### src/rtl/fifo_ctrl.sv
// FIFO pointer/status controller for a 2^ADDR_WIDTH-entry register file.
// Drives write enable and both addresses; reports occupancy and sticky errors.
module fifo_ctrl #(
  parameter int ADDR_WIDTH = 2
) (
  input  logic                  clk,
  input  logic                  rst_n,
  input  logic                  wr,
  input  logic                  rd,
  input  logic                  clr_err,
  output logic                  wr_en,
  output logic [ADDR_WIDTH-1:0] w_addr,
  output logic [ADDR_WIDTH-1:0] r_addr,
  output logic                  full,
  output logic                  empty,
  output logic                  almost_full,
  output logic [ADDR_WIDTH:0]   count,
  output logic                  overflow,
  output logic                  underflow
);

  localparam logic [ADDR_WIDTH:0] DEPTH_C  = {1'b1, {ADDR_WIDTH{1'b0}}};
  localparam logic [ADDR_WIDTH:0] ALMOST_C = {1'b0, {ADDR_WIDTH{1'b1}}};

  logic                push_ok;
  logic                pop_ok;
  logic [ADDR_WIDTH:0] count_nxt;

  assign push_ok = wr && !full;
  assign pop_ok  = rd && !empty;
  assign wr_en   = push_ok;

  always_comb begin
    count_nxt = count;
    if (push_ok && !pop_ok) begin
      count_nxt = count + 1'b1;
    end else if (pop_ok && !push_ok) begin
      count_nxt = count - 1'b1;
    end
  end

  // Flags are registered from the next count so they move on the same edge as count.
  always_ff @(posedge clk or negedge rst_n) begin
    if (!rst_n) begin
      w_addr      <= '0;
      r_addr      <= '0;
      count       <= '0;
      full        <= 1'b0;
      empty       <= 1'b1;
      almost_full <= 1'b0;
      overflow    <= 1'b0;
      underflow   <= 1'b0;
    end else begin
      if (push_ok) w_addr <= w_addr + 1'b1;
      if (pop_ok)  r_addr <= r_addr + 1'b1;
      count       <= count_nxt;
      full        <= (count_nxt == DEPTH_C);
      empty       <= (count_nxt == '0);
      almost_full <= (count_nxt >= ALMOST_C);
      // A new error event outranks a clear in the same cycle.
      if (wr && full)      overflow <= 1'b1;
      else if (clr_err)    overflow <= 1'b0;
      if (rd && empty)     underflow <= 1'b1;
      else if (clr_err)    underflow <= 1'b0;
    end
  end

endmodule

### config.mk
export PLATFORM = sky130hd
export DESIGN_NAME = fifo_ctrl
export DESIGN_NICKNAME = d
export VERILOG_FILES = /design/src/rtl/fifo_ctrl.sv
export SDC_FILE = /design/constraint.sdc
export NUM_CORES = 1
export LEC_CHECK = 0
export BUFFER_PORTS_ARGS = -buffer_cell sky130_fd_sc_hd__buf_4
export CAP_MARGIN = 20
export CORE_AREA = 5 5 42 44
export DETAILED_ROUTE_END_ITERATION = 7
export DIE_AREA = 0 0 47 49
export PLACE_DENSITY = 0.7
export SETUP_SLACK_MARGIN = 0.15
export SLEW_MARGIN = 20
export SYNTH_ARGS = -nofsm -noshare
export SYNTH_HDL_FRONTEND = slang
export SYNTH_SLANG_ARGS = --single-unit
### constraint.sdc
create_clock -name clk -period 3.8 [get_ports clk]
set_clock_uncertainty 0.15 [all_clocks]
set_input_delay 0.38 -clock clk [delete_from_list [all_inputs] [get_ports clk]]
set_output_delay 0.38 -clock clk [all_outputs]
set_load 0.01 [all_outputs]
==> metrics.txt, run 1 <==
status completed; fmax roughly 0.55 GHz; nets@finish 85; DRC errors left 0; initial DRC count 13; CTS tree yes; Hold Buf Count CTS 1; max-cap viol count 0; yosys warns 0; I/O Pins 18; DRT antenna net count 0; average size of a mapped cell 10.87 um^2; pin count of the biggest net entering global routing 13; register area share after synthesis 50.42%; global-route wire length before repair 2097 um; # clock sinks 12; DP HPWL 893.4 um; synthesized area 598.1 um^2; Netlist cell types 25; most instantiated library cell after synthesis dfrtp_1; top-area cell type share of the netlist area between 40% and 50%; cts repair resizes 0; Detailed Routing Iterations Pass 1 4; CP max stage cell dfrtp_1; CTS Buf Count 3; Initial Utilization 42.68%; Setup TNS Final 0 ns; GPL Wtd Cong 0.8548; Longest Clk Path Bufs 2; DIE WIDTH about 47 um; setup bufs post-CTS 0; GR Util All Layers 12.32%; Via Count 477; vias in the first global route roughly 500; slew margin rel. 77.71%; Post-Syn Instances 55; post-synth net total 62; Setup crit start kind register; setup violators final 0; layout cell share with drive strength beyond 1 36.36%; Critical Path AT between 1.5 and 2 ns; largest cells by area after synthesis dfrtp_1, xnor2_1, dfstp_2; type of the worst min-delay path in2reg; Post-synth top cells dfrtp_1, nand2_1, nor2_1, xnor2_1; Synth Flop Type dfrtp_1; RSZ-0062 raised after global routing false; htree depth 1; WL per Instance between 10 and 15 um; leakage power roughly 0.38 nW; Max VDD drop 0.4027 mV; core area 0.001401 mm^2; crit-path cells inv_2 > ha_1 > nor4_1 > a221oi_2 > o21ba_1; FP Rows 14; slowest stage delay, CP 0.49 ns; root buffer cell clkbuf_4; Critical Path End Type register; final hold viol count 0; Port Buf Inserts 17; critical path type reg2reg; DIE HEIGHT 49 um; final worst path period share a little under half; area leader, netlist dfrtp_1; Pins Over Slew Limit 0; Least-Margin Pin Slew 0.3312 ns; final WL 1200 um; # diodes 0; total grt overflow 0; clk_lat worst skew between 0.2 and 0.3 ns; Vias/cell 5.129; Synth Register Bits 12; post-layout min period 1.822 ns; antenna violations before repair 0; P&R area growth vs syn 32.43%; CP Max Fanout 8; Die Area between 0.002 and 0.0025 mm^2; Required @ worst endpoint 3.87 ns; PwrDens about 890 mW/mm^2; clock-pin slew on the worst setup and hold paths 0.08 ns; final hold slack 0.1476 ns; ys async rst share 100.0%; Post-synth EDFFs 0; Design Power 0.7023 mW
[cells by family (layout without fill, tap and decap cells)]
family | Yosys count | after routing | synth area share (%)
compound gates | 9 | 9 | 11.92
xor+xnor | 6 | 6 | 10.04
fa+ha+maj | 2 | 2 | 4.183
buf+inv | 5 | 27 | 3.346
flops | 12 | 12 | 50.42
simple gates | 21 | 21 | 20.08
[final cells by class]
type / count / area [um^2]
flip-flops and latches: 12 / 301.5
clock buffers: 4 / 36.28
multi-input cells: 38 / 276.5
fillers: 130 / 609.3
repair buffers: 18 / 137.6
inverters: 5 / 20.02
well taps: 16 / 20.02
[per-layer routing]
metal | up-vias | global-route usage (%) | wire [um]
met5 | - | 0 | 0
met4 | 0 | 6.452 | 22
met3 | 5 | 3.690 | 88
met2 | 21 | 17.87 | 585
met1 | 219 | 15.95 | 504
li1 | 232 | - | -
[worst max-delay path: cells and delay by family (launching register included)]
family / cells / cell delay [ns]
flip-flops: 1 / 0.49
adder cells (fa/ha/maj): 1 / 0.37
AND/OR/NAND/NOR: 1 / 0.37
AO/OA/AOI/OAI: 2 / 0.31
buffers and inverters: 1 / 0.08
[flip-flops by register name (all words and copies together) (netlist names)]
| register | count |
|---|---|
| w_addr | 2 |
| almost_full | 1 |
| full | 1 |
| empty | 1 |
| count | 3 |
| r_addr | 2 |
| underflow | 1 |
| overflow | 1 |
[path summary, 6_finish.rpt]
check / from / to / slack (ns) / depth (start not counted)
min in group asynchronous: rst_n / count[0]$_DFF_PN0_ / 0.33 / 2
max in group asynchronous: rst_n / empty$_DFF_PN1_ / 2.94 / 2
worst max-delay path: count[0]$_DFF_PN0_ / empty$_DFF_PN1_ / 1.98 / 5
worst min register to register: r_addr[1]$_DFFE_PN0P_ / r_addr[1]$_DFFE_PN0P_ / 0.32 / 1
worst min-delay path: clr_err / underflow$_DFFE_PN0P_ / 0.15 / 2
worst max register to register: count[0]$_DFF_PN0_ / empty$_DFF_PN1_ / 1.98 / 5
[stage by stage]
step / setup slack [ns] / area, um^2 / cells / utilization, %
global route: 1.874 / 792.0 / 93 / 56.52
finish: 1.978 / 792.0 / 93 / 56.52
floorplan: 2.104 / 598.1 / 55 / -
global placement: 2.106 / 745.7 / 88 / 53.21
detailed placement: 2.021 / 745.7 / 88 / 53.21
CTS: 1.996 / 792.0 / 93 / 56.52
[placed cells by master (no fill, tap or decap), drive strengths merged, types with 2 or more instances in the layout]
master / netlist / layout
buf: 0 / 17
dfrtp: 11 / 11
xnor2: 6 / 6
nor2: 5 / 5
nand2: 5 / 5
inv: 4 / 4
clkbuf: 0 / 4
nand3: 3 / 3
o211ai: 2 / 2
nor4: 2 / 2
o21ai: 2 / 2
ha: 2 / 2
[power by group]
part	internal (mW)	total (mW)	switching [mW]
Combinational	0.182	0.350	0.168
Clock	0.0582	0.102	0.0436
Sequential	0.194	0.251	0.0571
No activity file was read; power rests on OpenSTA's default activity.
==> run 2: changes to the inputs <==
--- a/config.mk
+++ b/config.mk
@@ -7,9 +7,9 @@
 export LEC_CHECK = 0
 export BUFFER_PORTS_ARGS = -buffer_cell sky130_fd_sc_hd__buf_4
 export CAP_MARGIN = 20
-export CORE_AREA = 5 5 42 44
+export CORE_MARGIN = 5
+export CORE_UTILIZATION = 43
 export DETAILED_ROUTE_END_ITERATION = 7
-export DIE_AREA = 0 0 47 49
 export PLACE_DENSITY = 0.7
 export SETUP_SLACK_MARGIN = 0.15
 export SLEW_MARGIN = 20
==> constraint.sdc (replaced) <==
create_clock -name clk -period 1.6 [get_ports clk]
set_clock_uncertainty 0.15 [all_clocks]
set_input_delay 0.16 -clock clk [delete_from_list [all_inputs] [get_ports clk]]
set_output_delay 0.16 -clock clk [all_outputs]
set_load 0.01 [all_outputs]
==> run 2 against run 1 <==
  * Sequential cell count unchanged
  * Combinational power increased to 4.5 times the previous value
  * Sequential share of layout area decreased by 9.9 points
  * Register-to-register slack got worse by 1.9 ns
  * Sequential power increased by 130%
  * Global-route usage increased by 6.9 points
  * Fmax increased by 19%
  * Via count increased by 20%
  * Critical path depth unchanged
  * Clock-buffer cell count unchanged
  * Worst setup slack got worse by 1.9 ns
  * Routed wire length increased by 57%
  * Largest power group unchanged
==> metrics.txt, run 2 (same netlist as run 1, synthesis figures left out) <==
slew margin rel. 78.77%; clk_lat worst skew 0.29 ns; final instance area 0.001079 mm^2; Reg2Reg Setup Slack around 0.073 ns; FF/Latch Area 304.0 um^2; R2R depth 5; final WL around 1900 um; fmax between 0.6 and 0.7 GHz; DRC errors left 0; most frequent cells in the layout buf_4, dfrtp_1, xnor2_1, nand2_1; GR Util All Layers 19.17%; type of the worst min-delay path in2async; # diodes 0; largest reg by FF count count; initial DRC count 28; layout cell share with drive strength beyond 1 approximately three fifths; nets@finish 101; setup violators final 0; largest registers count x3, r_addr x2, w_addr x2; Least-Margin Pin Slew 0.3178 ns; Detailed Routing Iterations Pass 1 5; Required @ worst endpoint roughly 1.7 ns; Setup TNS Final 0 ns; Multi-input gate area 411.6 um^2; PwrDens 2251 mW/mm^2; Die Area roughly 0.0022 mm^2; I/O Pins 18; final hold viol count 0; DIE HEIGHT 47.30 um; # clock sinks 12; DP HPWL 914.2 um; CTS Buf Count 3; reg2reg start empty$_DFF_PN1_; max-cap viol count 0; Initial Utilization between 40 and 50%; status completed; Critical Path AT about 1.6 ns; Setup crit start empty$_DFF_PN1_; htree depth 1; antenna violations before repair 0; Max VDD drop 1.363 mV; critical path type reg2reg; Crit Reg-Reg Endpoint almost_full$_DFF_PN0_; core area 0.001301 mm^2; CTS tree yes; vias in the first global route about 590; Longest Clk Path Bufs 2; # fillers between 60 and 70; post-layout min period around 1.5 ns; Port Buf Inserts 17; total grt overflow 0; global-route wire length before repair 2760 um; DRT antenna net count 0; CP max stage cell dfstp_2; RSZ-0062 raised after global routing true; FP Rows 13; final worst path period share 95.46%; leakage power 0.4684 nW; root buffer cell clkbuf_4; GPL Wtd Cong 0.8090; Pins Over Slew Limit 0; P&R area growth vs syn 80.33%; max reg flops 3; clock-pin slew on the worst setup and hold paths 0.09 ns; DIE WIDTH 47.30 um; crit-path cells or2b_4 > buf_4 > nor4_4 > a31oi_1 > o211ai_1; Vias/cell 5.315; placed cell area 790.8 um^2; pin count of the biggest net entering global routing 13; WL per Instance approximately 17 um; slowest stage delay, CP 0.39 ns; CP Max Fanout 3; Setup crit start kind register; commonest non-fill, non-tap cell in the layout buf_4; Via Count 574; Critical Path End Type register
==> run 2: worst max path at each step <==
stage                       endpoint  slack [ns]
2_1_floorplan        empty$_DFF_PN1_        0.06
3_3_place_gp         empty$_DFF_PN1_        0.04
3_5_place_dp         empty$_DFF_PN1_        0.07
4_1_cts              empty$_DFF_PN1_         0.1
6_report       almost_full$_DFF_PN0_        0.07
5_1_grt              empty$_DFF_PN1_        0.03
==> run 2: repair_timing <==
action,4_1_cts,5_1_grt
buffers inserted,5,5
pin swaps,6,5
endpoints found under the setup margin,5,6
gates resized for setup,10,12
hold buffers,4,0
endpoints found under the hold margin,14,0
==> run 2: final cells by class <==
class,count,area share (%)
Sequential cell,12,28.19
Tap cell,15,1.740
Multi-Input combinational cell,38,38.17
Timing Repair Buffer,34,26.10
Clock buffer,4,3.364
Inverter,5,2.436
==> run 2: per-stage QoR <==
stage / cells / utilization (%) / hold slack (ns) / total power [mW] / setup WS (ns)
global placement: 90 / 60.77 / -0.1428 / 1.550 / 0.03748
detailed placement: 90 / 60.77 / -0.1423 / 1.564 / 0.06834
global route: 108 / 82.88 / 0.1214 / 2.553 / 0.02521
floorplan: 55 / - / -0.2856 / 1.176 / 0.06488
finish: 108 / 82.88 / 0.09039 / 2.428 / 0.07268
CTS: 103 / 74.52 / 0.1028 / 2.136 / 0.09779
==> run 2: per-layer routing <==
metal,GRT usage (%),up-vias,share of wire [%],routed length [um]
met5,0,-,0,0
met4,16.02,0,3.8,72
met3,4.215,9,7.6,143
met1,20.61,270,37,697
met2,31.55,31,51,968
li1,-,264,-,-
==> run 2: critical path: cells and delay by family, from the launching register on <==
kind,cells,cell delay (ns)
compound gates,2,0.18
buf+inv,1,0.16
flops,1,0.39
simple gates,2,0.58
==> run 2: power breakdown <==
group / switching [mW] / internal [mW]
Sequential: 0.118 / 0.465
Clock: 0.117 / 0.139
Combinational: 0.713 / 0.876
